===== src/rtl/btn_intr_ctrl.sv =====
// btn_intr_ctrl
//   Front-end for the OTTER interrupt push-button. The raw button goes through a
//   two-flop synchronizer and a four-state debounce FSM. Each accepted press raises
//   a level interrupt that stays high until the CPU acknowledges it. The block also
//   keeps a wrapping press counter and a sticky missed-press flag.
//
// Ports
//   clk          system clock, rising edge
//   rst          synchronous active-high reset
//   btn_in       raw asynchronous button level
//   intr_en      interrupt enable (counting and debouncing continue when 0)
//   intr_ack     single-cycle acknowledge; clears intr and missed
//   intr         level interrupt request
//   btn_db       debounced button level
//   press_pulse  one-cycle pulse per accepted press
//   press_cnt    accepted-press count, wraps modulo 2^CNT_W
//   missed       sticky: a press was accepted while intr was already pending
module btn_intr_ctrl #(
    parameter int unsigned DEBOUNCE_CYCLES = 2,
    parameter int unsigned CNT_W           = 8
) (
    input  logic             clk,
    input  logic             rst,
    input  logic             btn_in,
    input  logic             intr_en,
    input  logic             intr_ack,
    output logic             intr,
    output logic             btn_db,
    output logic             press_pulse,
    output logic [CNT_W-1:0] press_cnt,
    output logic             missed
);

    typedef enum logic [1:0] {
        StIdle,
        StWaitHi,
        StPressed,
        StWaitLo
    } state_e;

    localparam logic [16:0] DebLen = 17'(DEBOUNCE_CYCLES);
    localparam bit          DebOne = (DEBOUNCE_CYCLES == 1);

    state_e             state_q, state_d;
    logic               s1_q, s2_q;
    logic [15:0]        cnt_q, cnt_d;
    logic               intr_q, intr_d;
    logic               missed_q, missed_d;
    logic               pulse_q, pulse_d;
    logic [CNT_W-1:0]   press_cnt_q, press_cnt_d;
    logic               press;
    logic               cnt_done;

    // Widened by one bit so that cnt_q = 16'hffff cannot wrap into a false match.
    assign cnt_done = (({1'b0, cnt_q} + 17'd1) == DebLen);

    // Debounce FSM; press marks an entry into StPressed from the low side only.
    always_comb begin
        state_d = state_q;
        cnt_d   = cnt_q;
        press   = 1'b0;
        unique case (state_q)
            StIdle: begin
                if (s2_q) begin
                    if (DebOne) begin
                        state_d = StPressed;
                        cnt_d   = '0;
                        press   = 1'b1;
                    end else begin
                        state_d = StWaitHi;
                        cnt_d   = 16'd1;
                    end
                end
            end
            StWaitHi: begin
                if (!s2_q) begin
                    state_d = StIdle;
                    cnt_d   = '0;
                end else if (cnt_done) begin
                    state_d = StPressed;
                    cnt_d   = '0;
                    press   = 1'b1;
                end else begin
                    cnt_d = cnt_q + 16'd1;
                end
            end
            StPressed: begin
                if (!s2_q) begin
                    if (DebOne) begin
                        state_d = StIdle;
                        cnt_d   = '0;
                    end else begin
                        state_d = StWaitLo;
                        cnt_d   = 16'd1;
                    end
                end
            end
            StWaitLo: begin
                if (s2_q) begin
                    // Release bounce: back to stable high, not a new press.
                    state_d = StPressed;
                    cnt_d   = '0;
                end else if (cnt_done) begin
                    state_d = StIdle;
                    cnt_d   = '0;
                end else begin
                    cnt_d = cnt_q + 16'd1;
                end
            end
            default: begin
                state_d = StIdle;
                cnt_d   = '0;
            end
        endcase
    end

    // Interrupt bookkeeping. A press with intr_en wins over a simultaneous ack so
    // the new request is not lost; the ack still clears missed.
    always_comb begin
        pulse_d     = press;
        press_cnt_d = press_cnt_q;
        intr_d      = intr_q;
        missed_d    = missed_q;
        if (press) begin
            press_cnt_d = press_cnt_q + CNT_W'(1);
        end
        if (intr_ack) begin
            intr_d   = 1'b0;
            missed_d = 1'b0;
        end else if (press && intr_en && intr_q) begin
            missed_d = 1'b1;
        end
        if (press && intr_en) begin
            intr_d = 1'b1;
        end
    end

    always_ff @(posedge clk) begin
        if (rst) begin
            s1_q        <= 1'b0;
            s2_q        <= 1'b0;
            state_q     <= StIdle;
            cnt_q       <= '0;
            intr_q      <= 1'b0;
            missed_q    <= 1'b0;
            pulse_q     <= 1'b0;
            press_cnt_q <= '0;
        end else begin
            s1_q        <= btn_in;
            s2_q        <= s1_q;
            state_q     <= state_d;
            cnt_q       <= cnt_d;
            intr_q      <= intr_d;
            missed_q    <= missed_d;
            pulse_q     <= pulse_d;
            press_cnt_q <= press_cnt_d;
        end
    end

    // btn_db is a decode of the registered state, so it never follows an input
    // combinationally.
    assign btn_db      = (state_q == StPressed) || (state_q == StWaitLo);
    assign intr        = intr_q;
    assign missed      = missed_q;
    assign press_pulse = pulse_q;
    assign press_cnt   = press_cnt_q;

endmodule


===== config.mk =====
export PLATFORM = sky130hd
export DESIGN_NAME = btn_intr_ctrl
export DESIGN_NICKNAME = d
export VERILOG_FILES = /design/src/rtl/btn_intr_ctrl.sv
export SDC_FILE = /design/constraint.sdc
export NUM_CORES = 1
export LEC_CHECK = 0
export ABC_AREA = 1
export BUFFER_PORTS_ARGS = -buffer_cell sky130_fd_sc_hd__buf_2
export CAP_MARGIN = 20
export CORE_UTILIZATION = 51
export DETAILED_ROUTE_END_ITERATION = 10
export PLACE_DENSITY_LB_ADDON = 0.08
export SLEW_MARGIN = 25
export SYNTH_ARGS = -nofsm -noshare
export SYNTH_HDL_FRONTEND = slang
export SYNTH_SLANG_ARGS = --single-unit
export TNS_END_PERCENT = 50

===== constraint.sdc =====
create_clock -name clk -period 2 [get_ports clk]
set_clock_uncertainty 0.1 [all_clocks]
set_input_delay 0.4 -clock clk [delete_from_list [all_inputs] [get_ports clk]]
set_output_delay 0.4 -clock clk [all_outputs]
set_load 0.02 [all_outputs]

==> results of run 1 <==
==> critical path, stage by stage, from the launching register on <==
cell and delay, ns:
sky130_fd_sc_hd__dfxtp_4 0.36, sky130_fd_sc_hd__buf_4 0.13, sky130_fd_sc_hd__nand2_2 0.07, sky130_fd_sc_hd__nor2_4 0.19, sky130_fd_sc_hd__nand3_2 0.09, sky130_fd_sc_hd__xor2_1 0.21
sky130_fd_sc_hd__nand3_1 0.16, sky130_fd_sc_hd__nor2_4 0.17, sky130_fd_sc_hd__buf_4 0.12, sky130_fd_sc_hd__nand4_1 0.12, sky130_fd_sc_hd__nor2_1 0.16, sky130_fd_sc_hd__nor3b_2 0.06
==> state kept, by name, summed over array words and instances (netlist names), named ones only <==
name         count
state_q          1
s1_q             1
missed           1
cnt_q           16
press_pulse      1
s2_q             1
press_cnt        8
intr             1
==> repair_timing <==
item / in CTS / in global routing
setup endpoints to repair: 28 / 28
gates resized for setup: 30 / 26
setup buffers: 4 / 2
pin swaps: 21 / 16
==> cells by family after synthesis <==
| family | Yosys count | synth area share [%] |
|---|---|---|
| DFF | 31 | 32.7 |
| adders and majority gates | 3 | 1.98 |
| buffers and inverters | 66 | 13.4 |
| AOI/OAI and AO/OA | 29 | 8.77 |
| and+or+nand+nor | 174 | 42.2 |
| xor gates and xnor gates | 2 | 0.923 |
==> power by group <==
group / switching, W / leakage, nW / internal, W
logic: 0.0000611 / 0.850 / 0.0000427
registers: 0.00000600 / 0.254 / 0.000622
clock network: 0.000236 / 0.0612 / 0.000403
==> layer usage <==
metal | vias up | global-route usage (%) | wire length [µm]
li1 | 1057 | - | -
met1 | 868 | 33.7 | 2230
met2 | 59 | 42.7 | 2220
met3 | 10 | 7.12 | 308
met4 | 0 | 13.1 | 100
met5 | - | 0 | 0
==> stage by stage <==
step	worst slack [ns]	instances	power, W	hold slack [ns]	cell area [µm²]
after global routing	-0.208	405	0.00142	0.216	2570
after global placement	-0.128	391	0.000731	0.291	2230
final	-0.0560	405	0.00137	0.217	2570
after detailed placement	-0.207	391	0.000732	0.299	2230
after CTS	-0.0468	403	0.00138	0.212	2490
after floorplan	0.0222	305	0.000694	0.288	1900
==> layout make-up <==
cell class / count / area (µm²) / share of cell area [%]
multi-input cells: 208 / 1190 / 46.2
flip-flops and latches: 31 / 634 / 24.6
repair buffers: 51 / 347 / 13.5
inverters: 61 / 229 / 8.89
clock buffers: 6 / 82.6 / 3.21
well taps: 46 / 57.6 / 2.24
clock inverters: 2 / 35.0 / 1.36
==> cell usage in the layout, fill, tap and decap left out, drive strengths merged <==
master	n
o21a	1
bufinv	1
inv	60
clkbuf	6
ha	3
xor2	2
or2	1
o21ai	9
nor3b	1
clkinv	2
dfxtp	31
nand4	8
nand3b	1
a21oi	7
buf	51
nor3	6
o22ai	12
nand3	20
nor2	46
nand2	91
==> worst min path at each step <==
| stage | endpoint | cells after the start |
|---|---|---|
| floorplan | s2_q | 2 |
| global placement | s2_q | 2 |
| detailed placement | s2_q | 2 |
| CTS | s1_q | 3 |
| global route | s1_q | 3 |
| finish | s1_q | 3 |
==> impl_results.md, run 1 <==
* Count of port buffers added during placement at 16
* Number of buffers inserted during clock tree synthesis at 5
* Cell area after synthesis at 1900 µm²
* Count of vias placed by the detailed router at 1994
* Critical path endpoint category: register
* Destination of the worst register-to-register timing path: press_cnt[4]
* FMAX at 0.486 GHz
* Highest ir drop seen on vdd at 543 µV
* Critical Path Fanout Max at 6
* Outcome: finished, violations left
* Placeable Area at 3440 µm²
* Worst Setup SP: cnt_q[0]
* Crit path to: press_cnt[4]
* Area fraction of the dominant cell type after synthesis at 32.7%
* R2R setup slack at -0.06 ns
* Net count after synthesis at 313
* Startpoint types: register
* Die H at 63.0 µm
* Buffer cell driving the clock tree root: sky130_fd_sc_hd__clkbuf_8
* # fillers at 266
* Fraction of final layout cells sized beyond drive strength 1 at 32.9%
* Total Neg Setup Slack at -0.398 ns
* DR vias/cell at 4.92
* Drt first pass iters at 4
* Diode insertion count for antenna repair at 0
* Number of antenna violations at the first check in global routing at 0
* Number of nets still failing antenna checks after routing at 0
* Number of DRC violations after detailed-routing iteration 0 at 124
* Async SR Flop Fraction at 0%
* Sum of routed wire length over all layers at 4.85 mm
* Leading post-synthesis cells by cell area: sky130_fd_sc_hd__dfxtp_1 (33%), sky130_fd_sc_hd__nand2_1 (17%), sky130_fd_sc_hd__inv_1 (12%)
* Depth of the most critical reg-to-reg path at 11
* Synth area leader: sky130_fd_sc_hd__dfxtp_1
* Measured slew at the worst slew-check pin at 0.476 ns
* Post-synth cell types at 28
* Yosys synthesis warning count at 0
* Mean cell area of the mapped netlist at 6.22 µm²
* Category of the most critical setup path: register to register
* Number of flops mapped to enable cells by yosys at 0
* Util after Layout at 74.8%
* Final net count at 366
* CTS Hold Buffers Added at 0
* Final period util at 103%
* Minimum clock period after layout at 2.06 ns
* Least setup slack across all paths after layout at -0.0560 ns
* Total I/O pin count at 17
* Setup repair after global routing missed its margin: true
* Clock transition at path regs at 0.06 ns
* CTS tree: built
* Leak pwr at 1.17 nW
* Violations in the final reports: negative setup slack
* Power density normalized to cell area at 532 nW/µm²
* Most repeated cell in the gate-level netlist after synthesis: sky130_fd_sc_hd__nand2_1
* Gr usage total at 27.0%
* CTS Buffer Depth at 2
* Routability congestion estimate at 1.00
* Number of endpoints with negative hold slack in the final report at 0
* Depth of the CTS H-tree at 2
* GRT overflow at 0
* Die width at 63.0 µm
* Path class of the lowest-slack min-delay path: primary input to register
* Worst path arrival time at 2.13 ns
* Die area at 3970 µm²
* RR Startpoint: cnt_q[0]
* Most instantiated cells after synthesis: sky130_fd_sc_hd__nand2_1 (87), sky130_fd_sc_hd__inv_1 (59), sky130_fd_sc_hd__nor2_1 (36), sky130_fd_sc_hd__dfxtp_1 (31), sky130_fd_sc_hd__nand3_1 (18)
* Worst skew pair latency at 0.29 ns
* Half-perimeter wire length after detailed placement at 3.34 mm
* Number of synthesized register bits at 31
* Worst path required time at 2.07 ns
* Largest net degree at the start of global routing at 16
* Starting density of the core at 55.1%
* Setup violation total in the final timing report at 20
* P&R area growth vs syn at 35.7%
* Worst relative slew slack at 68.2%
* Launch point of the worst hold path: btn_in
* Vias in the first global route at 1793
* Sinks on Clock Net at 31
* Max-slew violations at 0
* Cell count after synthesis at 305
* # DRC at 0
* Sequential area share after synthesis at 32.7%
* First-pass GRT wire length at 8.24 mm
* Max Cap Viol at 0
* Routed length per placed instance at 12.0 µm
* Synth Flop Type: sky130_fd_sc_hd__dfxtp_1
* Placement row count at 21
Note: power is estimated with default switching activity, not from simulation.
==> run 2: changes to the inputs <==
--- a/config.mk
+++ b/config.mk
@@ -8,6 +8,7 @@
 export ABC_AREA = 1
 export BUFFER_PORTS_ARGS = -buffer_cell sky130_fd_sc_hd__buf_2
 export CAP_MARGIN = 20
+export CORE_ASPECT_RATIO = 0.9
 export CORE_UTILIZATION = 51
 export DETAILED_ROUTE_END_ITERATION = 10
 export PLACE_DENSITY_LB_ADDON = 0.08
==> run 2 against run 1 <==
Net effect: highest routed layer unchanged; largest cell class unchanged; sequential power about the same; the flow still finishes with violations (negative setup slack); non-clock buffer count down 7; setup slack worse by 0.0070 ns; routed wire length is 2.3% higher.
==> impl_results.md, run 2 (synthesized netlist as in run 1, its figures left out) <==
* Buffer cell driving the clock tree root: sky130_fd_sc_hd__clkbuf_8 (unchanged)
* Number of DRC violations after detailed-routing iteration 0 at 75 (was 124)
* Clock transition at path regs at 0.06 ns (about the same)
* Diode insertion count for antenna repair at 0 (unchanged)
* Number of nets still failing antenna checks after routing at 0 (unchanged)
* Number of buffer and inverter instances along the worst setup path at 1 (was 2)
* Highest ir drop seen on vdd at 488 µV (was 543 µV)
* Max-slew violations at 0 (unchanged)
* Routing usage on met3 at 6.11% (was 7.12%)
* Number of antenna violations at the first check in global routing at 0 (unchanged)
* Number of buffers inserted during clock tree synthesis at 5 (unchanged)
* First-pass GRT wire length at 7.62 mm (was 8.24 mm)
* Hold Crit Depth at 3 (unchanged)
* Vias in the first global route at 1705 (was 1793)
* Met1 track demand over resource at 37.0% (was 33.7%)
* Global route hottest layer: met2 (unchanged)
* Final non-filler cell area at 2570 µm² (about the same)
* DR vias/cell at 5.16 (was 4.92)
* Number of endpoints with negative hold slack in the final report at 0 (unchanged)
* # DRC at 0 (unchanged)
* Half-perimeter wire length after detailed placement at 3.35 mm (was 3.34 mm)
* Commonest non-fill, non-tap cells in the layout: sky130_fd_sc_hd__nand2_1 (70), sky130_fd_sc_hd__inv_1 (59), sky130_fd_sc_hd__nor2_1 (29) (was sky130_fd_sc_hd__nand2_1 (72), sky130_fd_sc_hd__inv_1 (59), sky130_fd_sc_hd__buf_4 (34))
* Most frequent standard cell in the layout excluding fill and tap cells: sky130_fd_sc_hd__nand2_1 (unchanged)
* Final net count at 360 (was 366)
* Leak pwr at 1.16 nW (was 1.17 nW)
* Critical path endpoint category: register (unchanged)
* Max Cap Viol at 0 (unchanged)
* Placeable Area at 3450 µm² (was 3440 µm²)
* CTS Buffer Depth at 2 (unchanged)
* Cell Int Power at 0.000931 W (was 0.00107 W)
* Placement row count at 20 (was 21)
* Worst skew pair latency at 0.28 ns (was 0.29 ns)
* Post-DP Area at 2160 µm² (was 2230 µm²)
* Category of the most critical setup path: register to register (unchanged)
* Critical Path Slowest Stage Cell: sky130_fd_sc_hd__dfxtp_2 (was sky130_fd_sc_hd__dfxtp_4)
* Worst path cell trace: buf_6, nand2_4, nor2_4, nand2_2, nor2_1, nor2_1, nor2_2, nand2_2, nor2_4, nand2_4, nor2_4, nand3_1, nand2_1, nor2_1 (was buf_4, nand2_2, nor2_4, nand3_2, xor2_1, nand3_1, nor2_4, buf_4, nand4_1, nor2_1, nor3b_2)
* Total Neg Setup Slack at -0.408 ns (was -0.398 ns)
* Drt first pass iters at 4 (unchanged)
* Count of port buffers added during placement at 16 (unchanged)
* Count of vias placed by the detailed router at 2045 (was 1994)
* GRT overflow at 0 (unchanged)
* Switching part of the total power at 24.5% (was 22.1%)
* Largest net degree at the start of global routing at 13 (was 16)
* Launch point of the worst hold path: btn_in (unchanged)
* Worst relative slew slack at 71.2% (was 68.2%)
* Sinks on Clock Net at 31 (unchanged)
* Minimum clock period after layout at 2.06 ns (about the same)
* Cell family with most CP delay: simple AND/OR/NAND/NOR gates (unchanged)
* Slowest Stage Delay on Critical Path at 0.36 ns (about the same)
* Power density normalized to cell area at 481 nW/µm² (was 532 nW/µm²)
* CTS tree: built (unchanged)
* Final period util at 103% (about the same)
* Depth of the CTS H-tree at 2 (unchanged)
* Path class of the lowest-slack min-delay path: primary input to register (unchanged)
* Total I/O pin count at 17 (unchanged)
* Fraction of final layout cells sized beyond drive strength 1 at 33.8% (was 32.9%)
* Routed length per placed instance at 12.5 µm (was 12.0 µm)
* Sequential group share of total power at 51.0% (was 45.8%)
* Sum of routed wire length over all layers at 4.97 mm (was 4.85 mm)
* Register bank with the most flops: cnt_q (unchanged)
* Die area at 3970 µm² (about the same)
* Clock Power Share at 40.4% (was 46.6%)
* RR Startpoint: cnt_q[1] (was cnt_q[0])
* Depth of the most critical reg-to-reg path at 14 (was 11)
* Least setup slack across all paths after layout at -0.0630 ns (was -0.0560 ns)
* Die H at 59.9 µm (was 63.0 µm)
* Critical Path Fanout Max at 5 (was 6)
* Setup violation total in the final timing report at 13 (was 20)
* Measured slew at the worst slew-check pin at 0.431 ns (was 0.476 ns)
* R2R setup slack at -0.06 ns (about the same)
* # fillers at 275 (was 266)
* CTS Hold Buffers Added at 0 (unchanged)
* Flip-flop count of the largest register after layout at 16 (unchanged)
* FMAX at 0.485 GHz (was 0.486 GHz)
* Routability congestion estimate at 0.872 (was 1.00)
* Cell Count, Final, Fillers Out at 396 (was 405)
* Setup repair after global routing missed its margin: true (unchanged)
* Hold Path Sink: s1_q (unchanged)
* Outcome: finished, violations left (unchanged)
* Worst path arrival time at 2.13 ns (about the same)
* Relative contribution of combinational cells to total power at 8.6% (was 7.6%)
* Violations in the final reports: negative setup slack (unchanged)
* Starting density of the core at 55.0% (was 55.1%)
* Destination of the worst register-to-register timing path: press_cnt[2] (was press_cnt[4])
* Reported net switching power at 0.000303 W (about the same)
* Gr usage total at 26.4% (was 27.0%)
* Met2 track utilization from global routing at 39.9% (was 42.7%)
* Startpoint types: register (unchanged)
* Die width at 66.3 µm (was 63.0 µm)
* P&R area growth vs syn at 35.2% (was 35.7%)
* Worst path required time at 2.07 ns (about the same)
* Post-placement cell count at 381 (was 391)
* Worst setup slack before clock tree synthesis at -0.204 ns (was -0.207 ns)
run 2: through the flow:
stage               total power (W)  utilization [%]  hold slack [ns]
detailed placement         0.000728             62.7            0.306
CTS                         0.00123             70.9            0.222
finish                      0.00123             74.3            0.223
global placement           0.000727             62.7            0.289
global route                0.00128             74.3            0.232
floorplan                  0.000694                -            0.288
run 2: worst max path at each step:
stage                  start           end  slack [ns]  depth (start not counted)
finish              cnt_q[1]  press_cnt[2]       -0.06                         14
global route        cnt_q[4]  press_cnt[7]       -0.19                         14
CTS                 cnt_q[1]  press_cnt[7]       -0.08                         15
detailed placement  cnt_q[0]      register       -0.20                         14
global placement    cnt_q[0]      register       -0.17                         14
floorplan           cnt_q[0]     cnt_q[10]        0.02                         15
run 2: power by group through the flow:
stage / registers (W) / clock network [W] / logic (W)
2_1_floorplan: 0.000642 / 0 / 0.0000520
3_3_place_gp: 0.000642 / 0 / 0.0000849
3_5_place_dp: 0.000642 / 0 / 0.0000856
4_1_cts: 0.000629 / 0.000509 / 0.0000968
5_1_grt: 0.000630 / 0.000537 / 0.000116
6_report: 0.000629 / 0.000498 / 0.000106
run 2: cell type report:
type | instances | area, µm² | area share [%]
flip-flops and latches | 31 | 637 | 24.8
inverters | 61 | 229 | 8.92
multi-input cells | 209 | 1250 | 48.7
repair buffers | 44 | 309 | 12.0
well taps | 44 | 55.1 | 2.15
clock buffers | 6 | 82.6 | 3.22
clock inverters | 1 | 5.00 | 0.195
run 2: what timing repair did:
action	in CTS	in global routing
buffers inserted	5	2
setup endpoints to repair	27	28
resized for setup	37	34
cloned	1	0
pin swaps	31	15
run 2: worst reg2reg max path: stages, from the launching register on:
cell and delay [ns]:
sky130_fd_sc_hd__dfxtp_2 0.36, sky130_fd_sc_hd__buf_6 0.13, sky130_fd_sc_hd__nand2_4 0.05, sky130_fd_sc_hd__nor2_4 0.19, sky130_fd_sc_hd__nand2_2 0.12, sky130_fd_sc_hd__nor2_1 0.10
sky130_fd_sc_hd__nor2_1 0.07, sky130_fd_sc_hd__nor2_2 0.13, sky130_fd_sc_hd__nand2_2 0.09, sky130_fd_sc_hd__nor2_4 0.12, sky130_fd_sc_hd__nand2_4 0.12, sky130_fd_sc_hd__nor2_4 0.18
sky130_fd_sc_hd__nand3_1 0.10, sky130_fd_sc_hd__nand2_1 0.07, sky130_fd_sc_hd__nor2_1 0.04
run 2: layer usage:
| layer | share of wire [%] | up-vias |
|---|---|---|
| met4 | 1.0 | 0 |
| met5 | 0 | - |
| met2 | 45 | 51 |
| li1 | - | 1044 |
| met3 | 5.2 | 5 |
| met1 | 49 | 945 |
